### config.mk
export PLATFORM = sky130hd
export DESIGN_NAME = aurora_hls_crc_window_ctrl
export DESIGN_NICKNAME = d
export VERILOG_FILES = /design/src/rtl/aurora_hls_crc_pkg.sv /design/src/rtl/aurora_hls_crc_sat_counter.sv /design/src/rtl/aurora_hls_crc_window_ctrl.sv
export SDC_FILE = /design/constraint.sdc
export NUM_CORES = 1
export LEC_CHECK = 0
export BUFFER_PORTS_ARGS = -buffer_cell sky130_fd_sc_hd__buf_4
export CAP_MARGIN = 30
export CELL_PAD_IN_SITES_DETAIL_PLACEMENT = 1
export CELL_PAD_IN_SITES_GLOBAL_PLACEMENT = 1
export CORE_ASPECT_RATIO = 1.1
export CORE_MARGIN = 2
export CORE_UTILIZATION = 47
export DETAILED_ROUTE_END_ITERATION = 8
export HOLD_SLACK_MARGIN = 0.05
export PLACE_DENSITY_LB_ADDON = 0.08
export SLEW_MARGIN = 20
export SYNTH_ARGS = -nofsm -noshare
export SYNTH_HDL_FRONTEND = slang
export SYNTH_SLANG_ARGS = --single-unit
### constraint.sdc
create_clock -name i_clk -period 10.6 [get_ports i_clk]
set_clock_uncertainty 0.2 [all_clocks]
set_input_delay 0.53 -clock i_clk [delete_from_list [all_inputs] [get_ports i_clk]]
set_output_delay 0.53 -clock i_clk [all_outputs]
set_load 0.02 [all_outputs]
### src/rtl/aurora_hls_crc_pkg.sv
// Shared definitions for the Aurora CRC measurement-window controller:
// FSM state encoding and default counter/timer widths.
package aurora_hls_crc_pkg;

    localparam int unsigned CNT_WIDTH_DEF   = 32;
    localparam int unsigned TIMER_WIDTH_DEF = 32;

    typedef enum logic [1:0] {
        ST_IDLE  = 2'd0,
        ST_CLEAR = 2'd1,
        ST_RUN   = 2'd2,
        ST_LATCH = 2'd3
    } state_e;

endpackage

### src/rtl/aurora_hls_crc_sat_counter.sv
// Saturating up-counter with synchronous clear and increment enable.
// Holds at all-ones instead of wrapping.
module aurora_hls_crc_sat_counter #(
    parameter int unsigned WIDTH = 32
) (
    input  logic             i_clk,
    input  logic             i_rst,
    input  logic             i_clr,
    input  logic             i_inc,
    output logic [WIDTH-1:0] o_count
);

    localparam logic [WIDTH-1:0] ONE = {{(WIDTH-1){1'b0}}, 1'b1};

    logic [WIDTH-1:0] r_count;

    always_ff @(posedge i_clk or posedge i_rst) begin
        if (i_rst) begin
            r_count <= '0;
        end else if (i_clr) begin
            r_count <= '0;
        end else if (i_inc && !(&r_count)) begin
            r_count <= r_count + ONE;
        end
    end

    assign o_count = r_count;

endmodule

### src/rtl/aurora_hls_crc_window_ctrl.sv
// Clear / count / snapshot window controller over the Aurora CRC result stream.
// Publishes frame/error/cycle snapshots with a done pulse and a sticky threshold alarm.
module aurora_hls_crc_window_ctrl
    import aurora_hls_crc_pkg::*;
#(
    parameter int unsigned CNT_WIDTH   = CNT_WIDTH_DEF,
    parameter int unsigned TIMER_WIDTH = TIMER_WIDTH_DEF
) (
    input  logic                   i_clk,
    input  logic                   i_rst,
    input  logic                   i_start,
    input  logic                   i_stop,
    input  logic [TIMER_WIDTH-1:0] i_window_cycles,
    input  logic [CNT_WIDTH-1:0]   i_error_threshold,
    input  logic                   i_crc_valid,
    input  logic                   i_crc_pass_fail_n,
    output logic                   o_busy,
    output logic                   o_done,
    output logic [CNT_WIDTH-1:0]   o_frames_received,
    output logic [CNT_WIDTH-1:0]   o_frames_with_errors,
    output logic [TIMER_WIDTH-1:0] o_elapsed_cycles,
    output logic                   o_alarm
);

    localparam logic [TIMER_WIDTH-1:0] T_ZERO = '0;

    state_e                 r_state;
    logic [TIMER_WIDTH-1:0] r_window;
    logic [CNT_WIDTH-1:0]   r_threshold;
    logic                   r_busy;
    logic                   r_done;
    logic                   r_alarm;
    logic [CNT_WIDTH-1:0]   r_snap_rx;
    logic [CNT_WIDTH-1:0]   r_snap_err;
    logic [TIMER_WIDTH-1:0] r_snap_elapsed;

    logic                   w_clr;
    logic                   w_run;
    logic                   w_inc_rx;
    logic                   w_inc_err;
    logic [CNT_WIDTH-1:0]   w_rx_cnt;
    logic [CNT_WIDTH-1:0]   w_err_cnt;
    logic [TIMER_WIDTH-1:0] w_timer;
    logic [CNT_WIDTH-1:0]   w_rx_next;
    logic [CNT_WIDTH-1:0]   w_err_next;
    logic [TIMER_WIDTH-1:0] w_timer_next;
    logic                   w_timeout;
    logic                   w_end;
    logic                   w_alarm_hit;

    assign w_clr     = (r_state == ST_CLEAR);
    assign w_run     = (r_state == ST_RUN);
    assign w_inc_rx  = w_run && i_crc_valid;
    assign w_inc_err = w_inc_rx && !i_crc_pass_fail_n;

    aurora_hls_crc_sat_counter #(.WIDTH(CNT_WIDTH)) u_rx_cnt (
        .i_clk   (i_clk),
        .i_rst   (i_rst),
        .i_clr   (w_clr),
        .i_inc   (w_inc_rx),
        .o_count (w_rx_cnt)
    );

    aurora_hls_crc_sat_counter #(.WIDTH(CNT_WIDTH)) u_err_cnt (
        .i_clk   (i_clk),
        .i_rst   (i_rst),
        .i_clr   (w_clr),
        .i_inc   (w_inc_err),
        .o_count (w_err_cnt)
    );

    aurora_hls_crc_sat_counter #(.WIDTH(TIMER_WIDTH)) u_timer (
        .i_clk   (i_clk),
        .i_rst   (i_rst),
        .i_clr   (w_clr),
        .i_inc   (w_run),
        .o_count (w_timer)
    );

    // Post-edge counter values, so the snapshot includes the final RUN cycle.
    assign w_rx_next    = w_rx_cnt + {{(CNT_WIDTH-1){1'b0}}, (w_inc_rx && !(&w_rx_cnt))};
    assign w_err_next   = w_err_cnt + {{(CNT_WIDTH-1){1'b0}}, (w_inc_err && !(&w_err_cnt))};
    assign w_timer_next = w_timer + {{(TIMER_WIDTH-1){1'b0}}, !(&w_timer)};

    assign w_timeout   = (r_window != T_ZERO) &&
                         (w_timer == r_window - {{(TIMER_WIDTH-1){1'b0}}, 1'b1});
    assign w_end       = w_run && (i_stop || w_timeout);
    assign w_alarm_hit = w_run && (r_threshold != '0) && (w_err_next >= r_threshold);

    always_ff @(posedge i_clk or posedge i_rst) begin
        if (i_rst) begin
            r_state        <= ST_IDLE;
            r_window       <= '0;
            r_threshold    <= '0;
            r_busy         <= 1'b0;
            r_done         <= 1'b0;
            r_alarm        <= 1'b0;
            r_snap_rx      <= '0;
            r_snap_err     <= '0;
            r_snap_elapsed <= '0;
        end else begin
            r_done <= 1'b0;
            case (r_state)
                ST_IDLE: begin
                    if (i_start) begin
                        r_window    <= i_window_cycles;
                        r_threshold <= i_error_threshold;
                        r_alarm     <= 1'b0;
                        r_busy      <= 1'b1;
                        r_state     <= ST_CLEAR;
                    end
                end
                ST_CLEAR: r_state <= ST_RUN;
                ST_RUN: begin
                    if (w_alarm_hit) r_alarm <= 1'b1;
                    // Snapshot lands on the last RUN edge so it is visible with done in LATCH.
                    if (w_end) begin
                        r_snap_rx      <= w_rx_next;
                        r_snap_err     <= w_err_next;
                        r_snap_elapsed <= w_timer_next;
                        r_done         <= 1'b1;
                        r_state        <= ST_LATCH;
                    end
                end
                ST_LATCH: begin
                    r_busy  <= 1'b0;
                    r_state <= ST_IDLE;
                end
                default: r_state <= ST_IDLE;
            endcase
        end
    end

    assign o_busy               = r_busy;
    assign o_done               = r_done;
    assign o_alarm              = r_alarm;
    assign o_frames_received    = r_snap_rx;
    assign o_frames_with_errors = r_snap_err;
    assign o_elapsed_cycles     = r_snap_elapsed;

endmodule

* Word-level counts from Yosys, hierarchy flattened
Index checks and enable logic that the tools add are counted.
** Word-level totals
- Register bits :: 261
- Input port bits :: 70
- Output and inout bits :: 99
- Word-level logic and storage cells :: 73
** Cells by class
- Add/subtract/negate cells :: 7
- $lt $le $gt $ge :: 1
- Eq/ne operators :: 7
- Mux-type cells :: 16
- Reductions and logical operators :: 30
** Operator list (count)
- 2-to-1 mux 32 bit :: 6
- adder 32 x 1 -> 32 bit :: 3
- adder 32 x 1 -> 32 bit, second input constant :: 3
- AND reduction 32 bit :: 3
- nonzero test 32 bit :: 2
- equality test 32 bit :: 1
- greater-or-equal comparator 32 bit :: 1
- subtractor 32 x 1 -> 32 bit, second input constant :: 1
- nonzero test 2 bit :: 5
- logical AND 1 bit :: 9
- case mux 2 bit (4 select lines) :: 1
- AND reduction 2 bit :: 4
- inequality test 2 bit, second input constant :: 3
- 2-to-1 mux 1 bit :: 5
- equality test 2 bit, second input constant :: 2
- logical NOT 1 bit :: 4
- 2-to-1 mux 2 bit :: 2
- case mux 1 bit (2 select lines) :: 2
- AND reduction 3 bit :: 1
- equality test 2 x 1 -> 1 bit, second input constant :: 1
- logical NOT 2 bit :: 1
- logical OR 1 bit :: 1

* Logic depth before layout (Yosys ltp)
Gate-level depths: netlist of the first run.
- Depth after elaboration :: 9
- Depth in mapped cells :: 21
- Depth with buffers taken out :: 20

* Hierarchy
A second synthesis of the first run with hierarchy kept.
** Second synthesis, totals
- Cell total of the unflattened synthesis :: 1549
- Area total of the unflattened synthesis :: 15662.5 um^2
** Modules (own cells, without submodules)
- aurora_hls_crc_window_ctrl :: times used 1, cells an instance 940, area each 10141.0 um^2, seq. area each 4129.0 um^2
- aurora_hls_crc_sat_counter :: times used 3, cells an instance 203, area each 1840.5 um^2, seq. area each 800.8 um^2

* Least setup slack after synthesis of the first run
No wires, ideal clock.
- Kind :: register -> register
- Start :: register u_err_cnt.r_count[13], in the netlist u_err_cnt.o_count[13]
- End :: register r_alarm, in the netlist o_alarm
- Setup time :: 0.069 ns
- Arrival :: 3.988 ns
- Data required time :: 10.331 ns
- Path slack :: 6.343 ns
- Cell stages (with the launch flop) :: 18
- Path buffers :: 1
- Period minus slack after synthesis :: 4.257 ns
- Cell sequence :: dfrtp_1 and3_1 clkbuf_1 and4_1 a211oi_2 ha_1 and3_1 nand3_1 nor2_1 and3_1 nand3_1 xnor2_1 ha_1 nand4_1 or3_1 a2111oi_0 o21ai_0 nand3_1
** On the way
- Word-level cells in the longest chain between the ends :: 8
** RTL lines
- start, declared :: RTL line aurora_hls_crc_sat_counter.sv:15 : logic [WIDTH-1:0] r_count;
- start signal, assigned :: RTL line aurora_hls_crc_sat_counter.sv:23 : r_count <= r_count + ONE;
- AND reduction 32 bit :: RTL line aurora_hls_crc_window_ctrl.sv:82 : assign w_err_next = w_err_cnt + {{(CNT_WIDTH-1){1'b0}}, (w_inc_err && !(&w_err_cnt))};
- logical NOT 1 bit :: RTL line aurora_hls_crc_window_ctrl.sv:82
- logical AND 1 bit :: RTL line aurora_hls_crc_window_ctrl.sv:82
- adder 32 x 1 -> 32 bit * :: RTL line aurora_hls_crc_window_ctrl.sv:82
- via w_err_next[31] :: RTL line aurora_hls_crc_window_ctrl.sv:45 : logic [CNT_WIDTH-1:0] w_err_next;
- greater-or-equal comparator 32 bit * :: RTL line aurora_hls_crc_window_ctrl.sv:88 : assign w_alarm_hit = w_run && (r_threshold != '0) && (w_err_next >= r_threshold);
- logical AND 1 bit * :: RTL line aurora_hls_crc_window_ctrl.sv:88
- inequality test 2 bit (no line) *
- AND reduction 3 bit (no line) *
- end signal, assigned :: RTL line aurora_hls_crc_window_ctrl.sv:97 : r_alarm <= 1'b0;
- end signal, assigned :: RTL line aurora_hls_crc_window_ctrl.sv:108 : r_alarm <= 1'b0;
- end signal, assigned :: RTL line aurora_hls_crc_window_ctrl.sv:115 : if (w_alarm_hit) r_alarm <= 1'b1;
- end, declared :: RTL line aurora_hls_crc_window_ctrl.sv:32 : logic r_alarm;
The timed path passes the listed nets; every way through them passes the cells marked *.
A chain may end at the register's enable or synchronous reset.

* Final worst setup path of the first run
- Start :: register r_state[0]
- End :: register r_alarm, in the netlist o_alarm
** On the way
- Word-level cells in the longest chain between the ends :: 9
- Elaborated cells on any way between the ends :: 14
- Those cells by class :: 1 x add/sub; 1 x order compare; 3 x eq/ne; 1 x mux; 8 x reduce/logical
** RTL lines
- start, declared :: RTL line aurora_hls_crc_window_ctrl.sv:27 : state_e r_state;
- start signal, assigned :: RTL line aurora_hls_crc_window_ctrl.sv:92 : r_state <= ST_IDLE;
- start signal, assigned :: RTL line aurora_hls_crc_window_ctrl.sv:110 : r_state <= ST_CLEAR;
- start signal, assigned :: RTL line aurora_hls_crc_window_ctrl.sv:113 : ST_CLEAR: r_state <= ST_RUN;
- equality test 2 bit :: RTL line aurora_hls_crc_window_ctrl.sv:52 : assign w_run = (r_state == ST_RUN);
- via u_timer.i_inc :: RTL line aurora_hls_crc_sat_counter.sv:9 : input logic i_inc,
- logical AND 1 bit :: RTL line aurora_hls_crc_window_ctrl.sv:53 : assign w_inc_rx = w_run && i_crc_valid;
- logical AND 1 bit :: RTL line aurora_hls_crc_window_ctrl.sv:54 : assign w_inc_err = w_inc_rx && !i_crc_pass_fail_n;
- logical AND 1 bit :: RTL line aurora_hls_crc_window_ctrl.sv:82
- adder 32 x 1 -> 32 bit :: RTL line aurora_hls_crc_window_ctrl.sv:82
- via w_err_next[16] :: RTL line aurora_hls_crc_window_ctrl.sv:45
- greater-or-equal comparator 32 bit :: RTL line aurora_hls_crc_window_ctrl.sv:88
- logical AND 1 bit :: RTL line aurora_hls_crc_window_ctrl.sv:88
- inequality test 2 bit (no line)
- AND reduction 3 bit (no line)
The timed path passes the listed nets, and every way through them passes these cells.

==> results.yml, run 1 <==
worst_setup_path:
  r2r-start: "r_state[0]"
  critPathCaptureType: "flop"
  worstPathRequired_ps: 10820
  crit_family: "compound AO/OA/AOI/OAI gates"
  worstSetupPathType: "flop to flop"
  critPathLaunchType: "flop"
  r2r_slack_ps: 5590
  critPathBufInv: 1
  crit_arrival_ps: 5230
  r2r_end: "o_alarm"
  crit_chain: "inv_1 > ha_1 > nand2_1 > a211oi_2 > ha_1 > ha_1 > nand2_1 > nor2_1 > nand3_1 > xnor2_1 > ha_1 > a21o_1 > a21o_1 > a21o_1 > a21oi_1 > nor2b_1 > o211ai_1 > a21oi_1 > nor2_1 > nand3_1"
  crit_top_cell: "ha_1"
  slowest_delay_ps: 570
  crit_fanout: 10
  cp_slowest_cell: "a211oi_2"
  rr_worst_depth: 20
run_status:
  status: "finished, final reports clean"
die:
  dieWidth_um: 173
  start_util: 0.474
  die_area_sq_mm: 0.0329
  num_rows: 68
  core_region_area_sq_mm: 0.0311
  pin_count: 169
  die_h_um: 190
clock_network:
  clk_latency_ps: 550
  cts_max_level: 1
  numCtsBuffers: 29
  clockBufferDepth: 3
  cts_tree: "built"
  clk_pin_slew_ps: 60
  cts_resized: 0
  clkSinkCount: 261
  root_buffer: "clkbuf_16"
detailed_routing:
  ant_nets: 0
  remaining_drc_errors: 0
  topRoutingLayerUsed: "met4"
  dr_total_vias: 11400
  dr_wl_met3_um: 1530
  routedWlPerCell_um: 20.3
  drt_iter0_drc: 449
  wl_um: 42000
  routed_via_density: 5.51
  wl_met2_um: 22500
  drtPass1Iterations: 4
  wl_met1_um: 16700
placed_design:
  dp_hpwl_um: 29000
  place_congestion: 0.863
  dp.cells: 1946
  pre_cts_ws_ps: 5580
  io_buffers: 168
sta:
  hold_viol_final: 0
  final-setup-viol-count: 0
  slew_viol_final: 0
  fin_crit_sh: 0.473
  slew_headroom: 0.375
  fmax_mhz: 199
  worst_pin_slew_ps: 938
  tns_ps: 0
  rsz0062_at_grt: "no"
  holdWs_ps: 123
  setup_slack_ps: 5590
  finalCriticalPeriod_ps: 5010
grt:
  grt_usage: 0.258
  antenna_found_initial: 2
  grt_pass1_vias: 12300
  grt_pass1_wl_um: 67800
  grt_max_degree: 134
  globalRoute.totalOverflow: 0
cells_and_area:
  final_cell_mix: "261 x dfrtp_1, 174 x buf_4, 149 x nor2_1"
  layout.nets: 1741
  area_growth_pct: 21.5
  layout_commonest_cell: "dfrtp_1"
  drive_above_1_share: 0.248
  final_cells: 2064
logic_synthesis:
  async_reset_ff_frac: 1.00
  syn_area_per_cell_sq_um: 10.3
  ys_top_cells_by_area: "dfrtp_1 44%, mux2_2 10%, xnor2_1 6.0%"
  netlist-cell-type-count: 59
  syn_inst: 1428
  seq_area_frac_synth: 0.442
  synth_top_cell_area_share: 0.442
  synth.cell_area_sq_mm: 0.0148
  ys_warn_count: 0
  synth_top_area_cell: "dfrtp_1"
  synth-edff-count: 0
  ys_ff_latch: 261
  syn_nets: 1545
  synthFlopType: "dfrtp_1"
pwr:
  powerDensity_mw_per_mm2: 186
  p_leak_nw: 8.45
  ir_worst_vdd_mv: 0.122
worst_hold_path:
  hold_start: "i_start"
  whs_endpoint: "o_busy"
  hp-class: "primary input to flop"
  hold_depth: 4
job:
  drv_cap: 0
layer usage:
layer  global-route usage  vias to the layer above
met2                0.490                      208
met5                    0                        -
met3               0.0328                       76
li1                     -                     5309
met4               0.0799                        0
met1                0.302                     5776
through the flow:
step           total power (W)  utilization  instance area, sq um
2_1_floorplan          0.00200            -                 14800
5_1_grt                0.00352        0.576                 17900
3_5_place_dp           0.00226        0.522                 16300
6_report               0.00334        0.576                 18000
4_1_cts                0.00335        0.575                 17900
3_3_place_gp           0.00222        0.522                 16300
synthesized netlist by cell type (2+ instances only):
cell type	number
a211oi_1	2
o211ai_1	4
nand3_1	55
buf_6	3
buf_8	3
o31ai_1	3
nor2_1	149
a21o_1	11
mux2_4	29
mux2_2	133
nand2b_1	6
o22ai_1	2
nor2b_1	9
buf_2	2
and3_1	21
mux2i_1	11
nand3b_1	3
nor3b_1	2
a21oi_1	37
nand4_1	52
or4_1	3
nor4_2	3
ha_1	47
a211oi_2	2
nor3_2	2
nand3_2	2
inv_1	46
nor4_4	3
o21a_1	2
or3_1	28
o21ai_0	30
xor2_1	101
xnor2_1	102
and2_1	6
nor4_1	21
nand2_1	105
or2_2	4
a31oi_1	3
nor3_1	26
and4_1	9
dfrtp_1	261
clkbuf_1	60
nor4b_1	2
buf_4	8
timing repair:
item                                   in CTS  in global routing
endpoints found under the hold margin     161                  0
hold buffers                               65                  0
buffers inserted                            0                  0
sequential cells by signal, indices dropped and copies added, names as in the netlist:
register and count:
o_elapsed_cycles 32, u_err_cnt.o_count 32, o_alarm 1, o_busy 1
r_threshold 32, u_timer.o_count 32, r_state 2, o_frames_received 32
r_window 32, o_frames_with_errors 32, u_rx_cnt.o_count 32, o_done 1
layout make-up:
class                           count  area, sq um
Fill cell                        3429        13200
Multi-Input combinational cell   1044         7710
Sequential cell                   261         6530
Timing Repair Buffer              242         2020
Clock buffer                       40          837
Tap cell                          420          526
Inverter                           46          180
Clock inverter                      9          148
Antenna cell                        2         5.00
where the power goes:
part	internal [W]	switching, W	total, W
Combinational	0.000426	0.000472	0.000898
Sequential	0.00115	0.000230	0.00138
Clock	0.000642	0.000416	0.00106
how the worst max path moves through the flow:
stage                          start  endpoint  slack, ps  cells after the start
after global routing      r_state[0]   o_alarm       5170                     17
after global placement    r_state[0]   o_alarm       5770                     16
after CTS                 r_state[0]   o_alarm       5580                     20
after detailed placement  r_state[0]   o_alarm       5580                     16
final                     r_state[0]   o_alarm       5590                     20
after floorplan                i_rst   o_alarm       2690                      1
logic make-up (layout without fill, tap and decap cells):
group	Yosys count	count (layout)	synth area share
buf+inv	123	337	0.0374
mux	173	173	0.138
xor+xnor	203	203	0.120
compound gates	103	103	0.0420
simple gates	518	518	0.180
other cells	0	2	0
flops	261	261	0.442
fa+ha+maj	47	47	0.0398
worst reg2reg max path, stage by stage (launching register included):
cell and delay (ps):
dfrtp_1 450, inv_1 130, ha_1 400, nand2_1 170, a211oi_2 570, ha_1 320, ha_1 290, nand2_1 150
nor2_1 470, nand3_1 190, xnor2_1 220, ha_1 210, a21o_1 160, a21o_1 170, a21o_1 170, a21oi_1 130
nor2b_1 60, o211ai_1 160, a21oi_1 90, nor2_1 110, nand3_1 80
Power figures use the tool's default switching activity.
==> run 2, diff against run 1 <==
==> constraint.sdc (replaced) <==
create_clock -name i_clk -period 4.9 [get_ports i_clk]
set_clock_uncertainty 0.2 [all_clocks]
set_input_delay 0.245 -clock i_clk [delete_from_list [all_inputs] [get_ports i_clk]]
set_output_delay 0.245 -clock i_clk [all_outputs]
set_load 0.02 [all_outputs]
==> results.yml, run 2 (synthesis gave the netlist of run 1 again) <==
die:
  start_util: 0.474
  pin_count: 169
  dieWidth_um: 173
  core_region_area_sq_mm: 0.0311
  die_h_um: 190
  num_rows: 68
  die_area_sq_mm: 0.0329
detailed_routing:
  dr_total_vias: 11400
  drtPass1Iterations: 4
  topRoutingLayerUsed: "met4"
  wl_um: 42100
  ant_nets: 0
  routed_via_density: 5.48
  dr_wl_met3_um: 1320
  routedWlPerCell_um: 20.2
  remaining_drc_errors: 0
  drt_iter0_drc: 462
  wl_met1_um: 16900
  wl_met2_um: 22400
sta:
  tns_ps: 0
  worst_pin_slew_ps: 903
  rsz0062_at_grt: "no"
  holdWs_ps: 150
  hold_viol_final: 0
  finalCriticalPeriod_ps: 4500
  final-setup-viol-count: 0
  slew_viol_final: 0
  slew_headroom: 0.398
  fmax_mhz: 222
  fin_crit_sh: 0.919
  setup_slack_ps: 399
job:
  drv_cap: 0
grt:
  globalRoute.totalOverflow: 0
  antenna_found_initial: 2
  grt_usage: 0.259
  grt_max_degree: 109
  grt_pass1_wl_um: 68600
  grt_pass1_vias: 12600
clock_network:
  numCtsBuffers: 30
  cts_max_level: 1
  clk_latency_ps: 570
  clk_pin_slew_ps: 60
  root_buffer: "clkbuf_16"
  clockBufferDepth: 3
  clkSinkCount: 261
  cts_tree: "built"
cells_and_area:
  fin_area_sq_mm: 0.0182
  layout_commonest_cell: "dfrtp_1"
  drive_above_1_share: 0.256
  multiInputGateArea_sq_mm: 0.00771
  final_cell_mix: "261 x dfrtp_1, 187 x buf_4, 148 x nor2_1"
  seq_area_sq_mm: 0.00653
  area_growth_pct: 23.2
  final.fill_count: 3408
  layout.nets: 1759
worst_setup_path:
  critPathCaptureType: "flop"
  critPathLaunchType: "flop"
  crit_arrival_ps: 4750
  worstSetupPathType: "flop to flop"
  worstPathRequired_ps: 5150
  crit_fanout: 44
run_status:
  status: "finished, final reports clean"
pwr:
  power_w: 0.00744
  seqPwrFrac: 0.402
  p_leak_nw: 8.57
  p_switching_w: 0.00247
  p_clk_frac: 0.331
  powerDensity_mw_per_mm2: 409
  switching_share: 0.332
  ir_worst_vdd_mv: 0.401
  p_int_w: 0.00497
  power_frac_comb: 0.266
placed_design:
  dpl_cell_area_sq_mm: 0.0164
  place_congestion: 0.870
  pre_cts_ws_ps: 395
  io_buffers: 168
  dp_hpwl_um: 29400
worst_hold_path:
  hp-class: "primary input to flop"
[run 2: cell type report]
type                    instances  area share
clock buffers                  42      0.0476
diodes                          1    0.000137
well taps                     420      0.0289
multi-input cells            1044       0.424
inverters                      46     0.00969
repair buffers                259       0.119
clock inverters                13      0.0120
flip-flops and latches        261       0.359
[run 2: worst paths after layout]
path / slack (ps) / to / depth (start not counted) / start
min in group asynchronous: 620 / r_window[4] / 4 / i_rst
max reg2reg: 400 / o_frames_with_errors[0] / 12 / r_window[0]
min reg2reg: 310 / o_frames_received[11] / 1 / o_frames_received[11]
max: 400 / o_frames_with_errors[0] / 12 / r_window[0]
max in group asynchronous: 2890 / u_err_cnt.o_count[25] / 6 / i_rst
min: 150 / u_rx_cnt.o_count[0] / 6 / i_crc_valid
[run 2: routing by layer]
layer / vias up / GRT usage
li1: 5346 / -
met5: - / 0
met2: 211 / 0.480
met3: 90 / 0.0316
met1: 5793 / 0.308
met4: 0 / 0.0935
[run 2: power groups by stage]
stage / clock (W) / sequential [W] / combinational [W]
floorplan: 0 / 0.00282 / 0.00151
global placement: 0 / 0.00300 / 0.00185
detailed placement: 0 / 0.00302 / 0.00191
CTS: 0.00251 / 0.00299 / 0.00199
global route: 0.00260 / 0.00305 / 0.00219
finish: 0.00246 / 0.00299 / 0.00198
[run 2: worst max-delay path, stage by stage (launching register included)]
cell and delay (ps):
dfrtp_1 460, inv_1 100, ha_1 230, nor3b_4 410
nand3_1 240, or4_1 460, o21ai_0 250, o21ai_0 170
nor4_2 420, nand4_1 230, a21bo_4 510, buf_4 360
mux2_2 320
[run 2: repair_timing]
item,CTS,global route
resized for setup,0,2
buffers inserted,0,0
hold buffers,69,0
endpoints found under the hold margin,189,0
endpoints found under the setup margin,0,1
[run 2: per-stage QoR]
stage                util  instances
CTS                 0.583       2083
detailed placement  0.526       1959
global placement    0.526       1959
finish              0.584       2086
floorplan               -       1428
global route        0.584       2086
